### src/rtl/xge_wb_pkg.sv
// Shared definitions for the xge_mac Wishbone register-port initiator:
// FSM state encoding, MAC register map and the default ack timeout.
package xge_wb_pkg;

  typedef enum logic [1:0] {
    IDLE    = 2'd0,
    CMD_CYC = 2'd1,
    CMD_RSP = 2'd2,
    IRQ_CYC = 2'd3
  } wb_state_e;

  localparam logic [7:0] ADR_CONFIG0     = 8'h00;
  localparam logic [7:0] ADR_INT_PENDING = 8'h08;
  localparam logic [7:0] ADR_INT_STATUS  = 8'h0C;
  localparam logic [7:0] ADR_INT_MASK    = 8'h10;

  localparam int DEFAULT_TIMEOUT_CYC = 64;

endpackage

### src/rtl/xge_wb_initiator.sv
// Single-transfer Wishbone classic initiator for the xge_mac register port.
// Runs one command cycle at a time and auto-reads INT_PENDING on interrupt.
module xge_wb_initiator
  import xge_wb_pkg::*;
#(
  parameter int         TIMEOUT_CYC  = DEFAULT_TIMEOUT_CYC,
  parameter logic [7:0] INT_PEND_ADR = ADR_INT_PENDING
) (
  input  logic        clk_156m25,
  input  logic        reset_156m25_n,
  input  logic        cmd_valid,
  output logic        cmd_ready,
  input  logic        cmd_we,
  input  logic [7:0]  cmd_adr,
  input  logic [31:0] cmd_wdata,
  output logic        rsp_valid,
  output logic [31:0] rsp_rdata,
  output logic        rsp_err,
  input  logic        irq_en,
  output logic        irq_valid,
  output logic [31:0] irq_pending,
  output logic        wb_cyc_o,
  output logic        wb_stb_o,
  output logic        wb_we_o,
  output logic [7:0]  wb_adr_o,
  output logic [31:0] wb_dat_o,
  input  logic [31:0] wb_dat_i,
  input  logic        wb_ack_i,
  input  logic        wb_int_i,
  output logic [1:0]  fsm_state
);

  localparam int             CW       = $clog2(TIMEOUT_CYC + 1);
  localparam logic [CW-1:0]  TMO_LAST = CW'(TIMEOUT_CYC - 1);

  // Handshakes: a command transfers on a rising edge where cmd_valid and
  // cmd_ready are both high; cmd_ready never depends on cmd_valid. The
  // rsp_valid and irq_valid pulses have no back-pressure and last one cycle.

  wb_state_e     state_q, state_d;
  logic [CW-1:0] tmo_cnt;
  logic          irq_armed;
  logic          irq_req;
  logic          in_cyc;
  logic          tmo_hit;
  logic          accept, irq_go;
  logic          ack_cmd, tmo_cmd, ack_irq, cyc_end;

  // Armed again only after the interrupt line has been seen low, so one
  // level interrupt produces exactly one auto-read.
  assign irq_req   = wb_int_i & irq_en & irq_armed;
  assign in_cyc    = (state_q == CMD_CYC) || (state_q == IRQ_CYC);
  assign tmo_hit   = (tmo_cnt == TMO_LAST);
  assign fsm_state = state_q;

  always_comb begin
    state_d   = state_q;
    cmd_ready = 1'b0;
    accept    = 1'b0;
    irq_go    = 1'b0;
    ack_cmd   = 1'b0;
    tmo_cmd   = 1'b0;
    ack_irq   = 1'b0;
    cyc_end   = 1'b0;
    unique case (state_q)
      IDLE: begin
        if (irq_req) begin
          irq_go  = 1'b1;
          state_d = IRQ_CYC;
        end else begin
          cmd_ready = reset_156m25_n;
          if (cmd_valid && reset_156m25_n) begin
            accept  = 1'b1;
            state_d = CMD_CYC;
          end
        end
      end
      CMD_CYC: begin
        if (wb_ack_i) begin
          ack_cmd = 1'b1;
          cyc_end = 1'b1;
          state_d = CMD_RSP;
        end else if (tmo_hit) begin
          tmo_cmd = 1'b1;
          cyc_end = 1'b1;
          state_d = CMD_RSP;
        end
      end
      CMD_RSP: state_d = IDLE;
      IRQ_CYC: begin
        if (wb_ack_i) begin
          ack_irq = 1'b1;
          cyc_end = 1'b1;
          state_d = IDLE;
        end else if (tmo_hit) begin
          cyc_end = 1'b1;
          state_d = IDLE;
        end
      end
      default: state_d = IDLE;
    endcase
  end

  always_ff @(posedge clk_156m25 or negedge reset_156m25_n) begin
    if (!reset_156m25_n) begin
      state_q   <= IDLE;
      tmo_cnt   <= '0;
      irq_armed <= 1'b0;
    end else begin
      state_q <= state_d;
      tmo_cnt <= in_cyc ? tmo_cnt + CW'(1) : '0;
      if (!wb_int_i)
        irq_armed <= 1'b1;
      else if (irq_go)
        irq_armed <= 1'b0;
    end
  end

  // Bus outputs are registered; they are loaded on cycle entry and cleared
  // on exit so nothing stale is left on the bus while idle.
  always_ff @(posedge clk_156m25 or negedge reset_156m25_n) begin
    if (!reset_156m25_n) begin
      wb_cyc_o <= 1'b0;
      wb_stb_o <= 1'b0;
      wb_we_o  <= 1'b0;
      wb_adr_o <= '0;
      wb_dat_o <= '0;
    end else if (accept) begin
      wb_cyc_o <= 1'b1;
      wb_stb_o <= 1'b1;
      wb_we_o  <= cmd_we;
      wb_adr_o <= cmd_adr;
      wb_dat_o <= cmd_we ? cmd_wdata : '0;
    end else if (irq_go) begin
      wb_cyc_o <= 1'b1;
      wb_stb_o <= 1'b1;
      wb_we_o  <= 1'b0;
      wb_adr_o <= INT_PEND_ADR;
      wb_dat_o <= '0;
    end else if (cyc_end) begin
      wb_cyc_o <= 1'b0;
      wb_stb_o <= 1'b0;
      wb_we_o  <= 1'b0;
      wb_adr_o <= '0;
      wb_dat_o <= '0;
    end
  end

  always_ff @(posedge clk_156m25 or negedge reset_156m25_n) begin
    if (!reset_156m25_n) begin
      rsp_valid   <= 1'b0;
      rsp_rdata   <= '0;
      rsp_err     <= 1'b0;
      irq_valid   <= 1'b0;
      irq_pending <= '0;
    end else begin
      rsp_valid <= (state_d == CMD_RSP);
      if (ack_cmd) begin
        rsp_rdata <= wb_we_o ? '0 : wb_dat_i;
        rsp_err   <= 1'b0;
      end else if (tmo_cmd) begin
        rsp_rdata <= '0;
        rsp_err   <= 1'b1;
      end else if (state_q == CMD_RSP) begin
        rsp_rdata <= '0;
        rsp_err   <= 1'b0;
      end
      irq_valid <= ack_irq;
      if (ack_irq)
        irq_pending <= wb_dat_i;
    end
  end

endmodule

### config.mk
export PLATFORM = sky130hd
export DESIGN_NAME = xge_wb_initiator
export DESIGN_NICKNAME = d
export VERILOG_FILES = /design/src/rtl/xge_wb_pkg.sv /design/src/rtl/xge_wb_initiator.sv
export SDC_FILE = /design/constraint.sdc
export NUM_CORES = 1
export LEC_CHECK = 0
export CAP_MARGIN = 20
export CORE_AREA = 3 3 108 110
export DETAILED_ROUTE_END_ITERATION = 10
export DIE_AREA = 0 0 111 113
export PLACE_DENSITY = 0.9
export SLEW_MARGIN = 25
export SYNTH_ARGS = -nofsm -noshare
export SYNTH_HDL_FRONTEND = slang
export SYNTH_SLANG_ARGS = --single-unit
### constraint.sdc
create_clock -name clk_156m25 -period 4.9 [get_ports clk_156m25]
set_input_delay 0.49 -clock clk_156m25 [delete_from_list [all_inputs] [get_ports clk_156m25]]
set_output_delay 0.49 -clock clk_156m25 [all_outputs]
set_load 0.05 [all_outputs]
### After elaboration in Yosys (flattened, before gate mapping)

Index checks and enable logic that the tools add are counted.

| word-level totals | value |
|---|---|
| flip-flop bits (word level) | 119 |
| input port bits | 79 |
| output and inout bits | 113 |

| operators by class | value |
|---|---|
| $add $sub $neg | 1 |
| equal/unequal tests | 6 |
| multiplexer cells | 44 |
| bitwise gates (word level) | 2 |
| reduce and logical (&&, ||, !) cells | 6 |

Operators with widths:

| cell | count |
|---|---|
| two-way mux 32 bit | 8 |
| two-way mux 1 bit | 25 |
| two-way mux 8 bit | 3 |
| two-way mux 2 bit | 6 |
| case mux 2 bit (4 select lines) | 1 |
| adder 7 x 1 -> 7 bit, second input constant | 1 |
| == test 7 x 6 -> 1 bit, second input constant | 1 |
| two-way mux 7 bit | 1 |
| == test 2 bit, second input constant | 3 |
| nonzero test 3 bit | 2 |
| AND 1 bit | 2 |
| == test 2 x 1 -> 1 bit, second input constant | 1 |
| zero test 2 bit | 1 |
| inequality test 2 x 1 -> 1 bit, second input constant | 1 |
| OR reduction 2 bit | 1 |
| logical AND 1 bit | 1 |
| logical OR 1 bit | 1 |

### Logic depth before layout (Yosys ltp)

| logic depth | value |
|---|---|
| word-level depth | 7 |
| depth in mapped cells | 6 |

### Worst setup path after synthesis

No wires, ideal clock.

| path | value |
|---|---|
| kind | reg2out |
| start | reg state_q[0] (netlist: fsm_state[0]) |
| end | out cmd_ready |
| arrival time | 1.446 ns |
| data required time | 4.410 ns |
| setup slack | 2.964 ns |
| cell stages (with the launch flop) | 4 |
| path through | dfrtp_1 > buf_2 > nor2_2 > and3_1 |

| between the ends | value |
|---|---|
| word-level cells in the longest chain between the ends | 2 |

RTL lines:

| item | RTL line | source |
|---|---|---|
| start, declared | xge_wb_initiator.sv:40 | `wb_state_e state_q, state_d;` |
| start signal, assigned | xge_wb_initiator.sv:110 | `state_q <= state_d;` |
| zero test 2 bit | xge_wb_initiator.sv:65 | `unique case (state_q)` |
| two-way mux 1 bit | xge_wb_initiator.sv:65 |  |
| end, declared | xge_wb_initiator.sv:12 | `output logic cmd_ready,` |

Every way passes these cells.

### Final worst setup path

| path | value |
|---|---|
| start | reg state_q[1] (netlist: fsm_state[1]) |
| end | out cmd_ready |

Same word-level chain as after synthesis.

==> impl_metrics.tcl <==
set metrics [dict create \
    status "complete, no violations" \
    grt-ovfl-total 0 \
    wl_per_cell_um 19.31 \
    yosysUniqueCellTypes 40 \
    synth_seq_cells 119 \
    synth_area_leaders "dfrtp_1 61%, a32o_1 8.2%, mux2_2 7.4%, a22oi_1 4.9%, nand2_1 2.8%" \
    clockBufferDepth 2 \
    hpwl_mm 9.602 \
    boundaryPins 192 \
    finalCritPeriodShare_pct 58.19 \
    grt_pass1_wl_mm 22.41 \
    synth_most_common_cell "dfrtp_1" \
    drt_wl_total_mm 13.69 \
    crit_type "reg2out" \
    p_comb_share_pct 50.5 \
    period_needed_ps 2851 \
    cts.sinks 119 \
    htree_levels 4 \
    finalCoreUtilization_pct 68.22 \
    p_int_uw 3143 \
    num_antenna_cells 0 \
    rows 38 \
    fill_cells 760 \
    vias 3963 \
    grt_start_max_net_pins 65 \
    syn_inst 375 \
    r2r_start "fsm_state[1]" \
    crit_path_max_fanout 12 \
    synth_edf_count 0 \
    cts_hold_buffers 0 \
    antenna_left 0 \
    dr.pass1.iters 5 \
    track_usage_pct 22.52 \
    clk_latency_ps 510 \
    yosys-top-cells-count "119 x dfrtp_1, 40 x a32o_1, 36 x nand2_1" \
    cap_violations 0 \
    placed_cells 678 \
    synthFlopType "dfrtp_1" \
    worstSetupStartpoint "fsm_state[1]" \
    synthToLayoutAreaGrowth_pct 51.71 \
    drcViolationCount 0 \
    yosys.area.top_type "dfrtp_1" \
    synthArstFlopShare_pct 100.0 \
    vias_per_cell 5.590 \
    dieWidth_um 111 \
    seqPwrFrac_pct 28.5 \
    synthesis.nets 455 \
    sw_frac_of_total_pct 45.55 \
    critical_path_required_ps 4410 \
    p_leak_uw 0.003075 \
    power.switching_uw 2629 \
    final_nets 637 \
    power_density_nw_per_um2 784.0 \
    drv_slew 0 \
    ctsResizeCount 0 \
    hold_violations 0 \
    crit_path_cell_trace "nor2_2 -> and3_1 -> clkdlybuf4s50_1" \
    final_cell_count_no_fill 709 \
    irDropWorstVdd_uv 397.9 \
    coreArea_um2 10790 \
    yosysTopAreaCellShare_pct 61.36 \
    die-area_um2 12540 \
    hold_path_class "in2async" \
    synthesis.area_um2 4853 \
    worstPathArrival_ps 2360 \
    root_buffer "clkbuf_8" \
    finalSetupTns_ps 0 \
    end_kind "output pin" \
    finalSetupViolations 0 \
    grt_pass1_vias 4163 \
    drt_iter0_drc 232 \
    ys_warn_count 0 \
    path_clk_slew_ps 60 \
    pwr-share-clk_pct 20.9 \
    tightest_slew_ps 878.2 \
    yosysSeqAreaShare_pct 61.36 \
    max_stage_delay_ps 820 \
    cp-start-kind "register" \
    syn_avg_cell_area_um2 12.94 \
    finClkSkew_ps 7.156 \
    slew_headroom_pct 41.45 \
    start_util_pct 44.97 \
    portBuffers 191 \
    cts_tree "yes" \
    antenna_found_initial 0 \
    rsz0062_at_grt "no" \
    drive_gt1_share_pct 13.71 \
    cts_buffers 17 \
    cpMaxStageDelayCell "clkdlybuf4s50_1" \
    post_cts_buffers 0 \
    gp_congestion 0.8131 \
    max_freq_mhz 350.7 \
    die_h_um 113 \
]
## kinds of logic (layout without fill, tap and decap cells)
kind of cell / count (synthesis) / in the layout / share of synthesized area [%]
compound gates: 119 / 119 / 19.08
flops: 119 / 119 / 61.36
simple gates: 61 / 61 / 6.136
buf+inv: 40 / 234 / 5.207
mux: 32 / 32 / 7.425
xor+xnor: 3 / 3 / 0.5415
fa+ha+maj: 1 / 1 / 0.2578
## metrics by stage
step	cell area, µm²	hold WS (ps)	setup WS [ps]	power (µW)
after floorplan	4853	194.4	2964	3545
after global placement	6769	441.4	2222	4498
after detailed placement	6785	456.9	2233	4591
after CTS	7363	42.68	2042	5817
after global routing	7363	69.13	1979	6027
final	7363	26.07	2049	5773
## area by class of cell
class | instances | area (µm²) | area share [%]
Multi-Input combinational cell | 216 | 1648 | 22.38
Timing Repair Buffer | 197 | 1962 | 26.64
Inverter | 6 | 22.52 | 0.3059
Tap cell | 140 | 175.2 | 2.379
Sequential cell | 119 | 2978 | 40.44
Clock buffer | 22 | 452.9 | 6.151
Clock inverter | 9 | 125.1 | 1.699
## worst max-delay path, delay by kind of cell, from the launching register on
family | cells | cell delay [ps]
flops | 1 | 570
buf+inv | 1 | 820
simple gates | 2 | 470
## path summary, 6_finish.rpt
kind	cells past startpoint	slack, ps	endpoint
worst max-delay path	3	2050	cmd_ready
worst min register to register	1	460	tmo_cnt[0]
worst min-delay path	1	30	wb_adr_o[6]
min in group clk_156m25	1	460	tmo_cnt[0]
max in group asynchronous	2	3530	irq_pending[17]
worst max register to register	2	2730	irq_pending[8]
## cell usage in the layout, fill, tap and decap left out, types with 2 or more instances in the layout
cell type          n
a22oi_1           32
bufinv_16          3
and2_1             3
clkbuf_16         16
nand2_1           36
clkdlybuf4s50_1  190
buf_4              6
o21ai_1           11
nor2b_1            2
clkbuf_8           3
clkinvlp_4         2
clkinv_2           4
nor2_1             5
o21ai_0           26
dfrtp_1          119
inv_1              5
xor2_1             2
mux2_2            32
a32o_1            40
nand3_1            3
clkbuf_1           3
a21oi_1            3
## per-layer routing
metal,routed length [µm],track usage [%],up-vias,share of wire [%]
met5,0,0,-,0
met4,487,11.25,0,3.6
met3,700,5.187,35,5.1
met2,7194,38.67,173,53
met1,5310,26.72,1986,39
li1,-,-,1769,-
## state kept, by name (all words and copies together), names as in the netlist
name         flops
fsm_state        2
irq_armed        1
irq_pending     32
irq_valid        1
rsp_err          1
rsp_rdata       32
rsp_valid        1
tmo_cnt          7
wb_adr_o         8
wb_dat_o        32
wb_stb_o         1
wb_we_o          1
## power groups by stage
stage / Combinational [µW] / Clock, µW / Sequential [µW]
after floorplan: 654 / 0 / 2890
after global placement: 2870 / 0 / 1630
after detailed placement: 2930 / 0 / 1660
after CTS: 2940 / 1230 / 1650
after global routing: 3040 / 1290 / 1700
final: 2920 / 1210 / 1650
(Power assumes the default switching activity.)
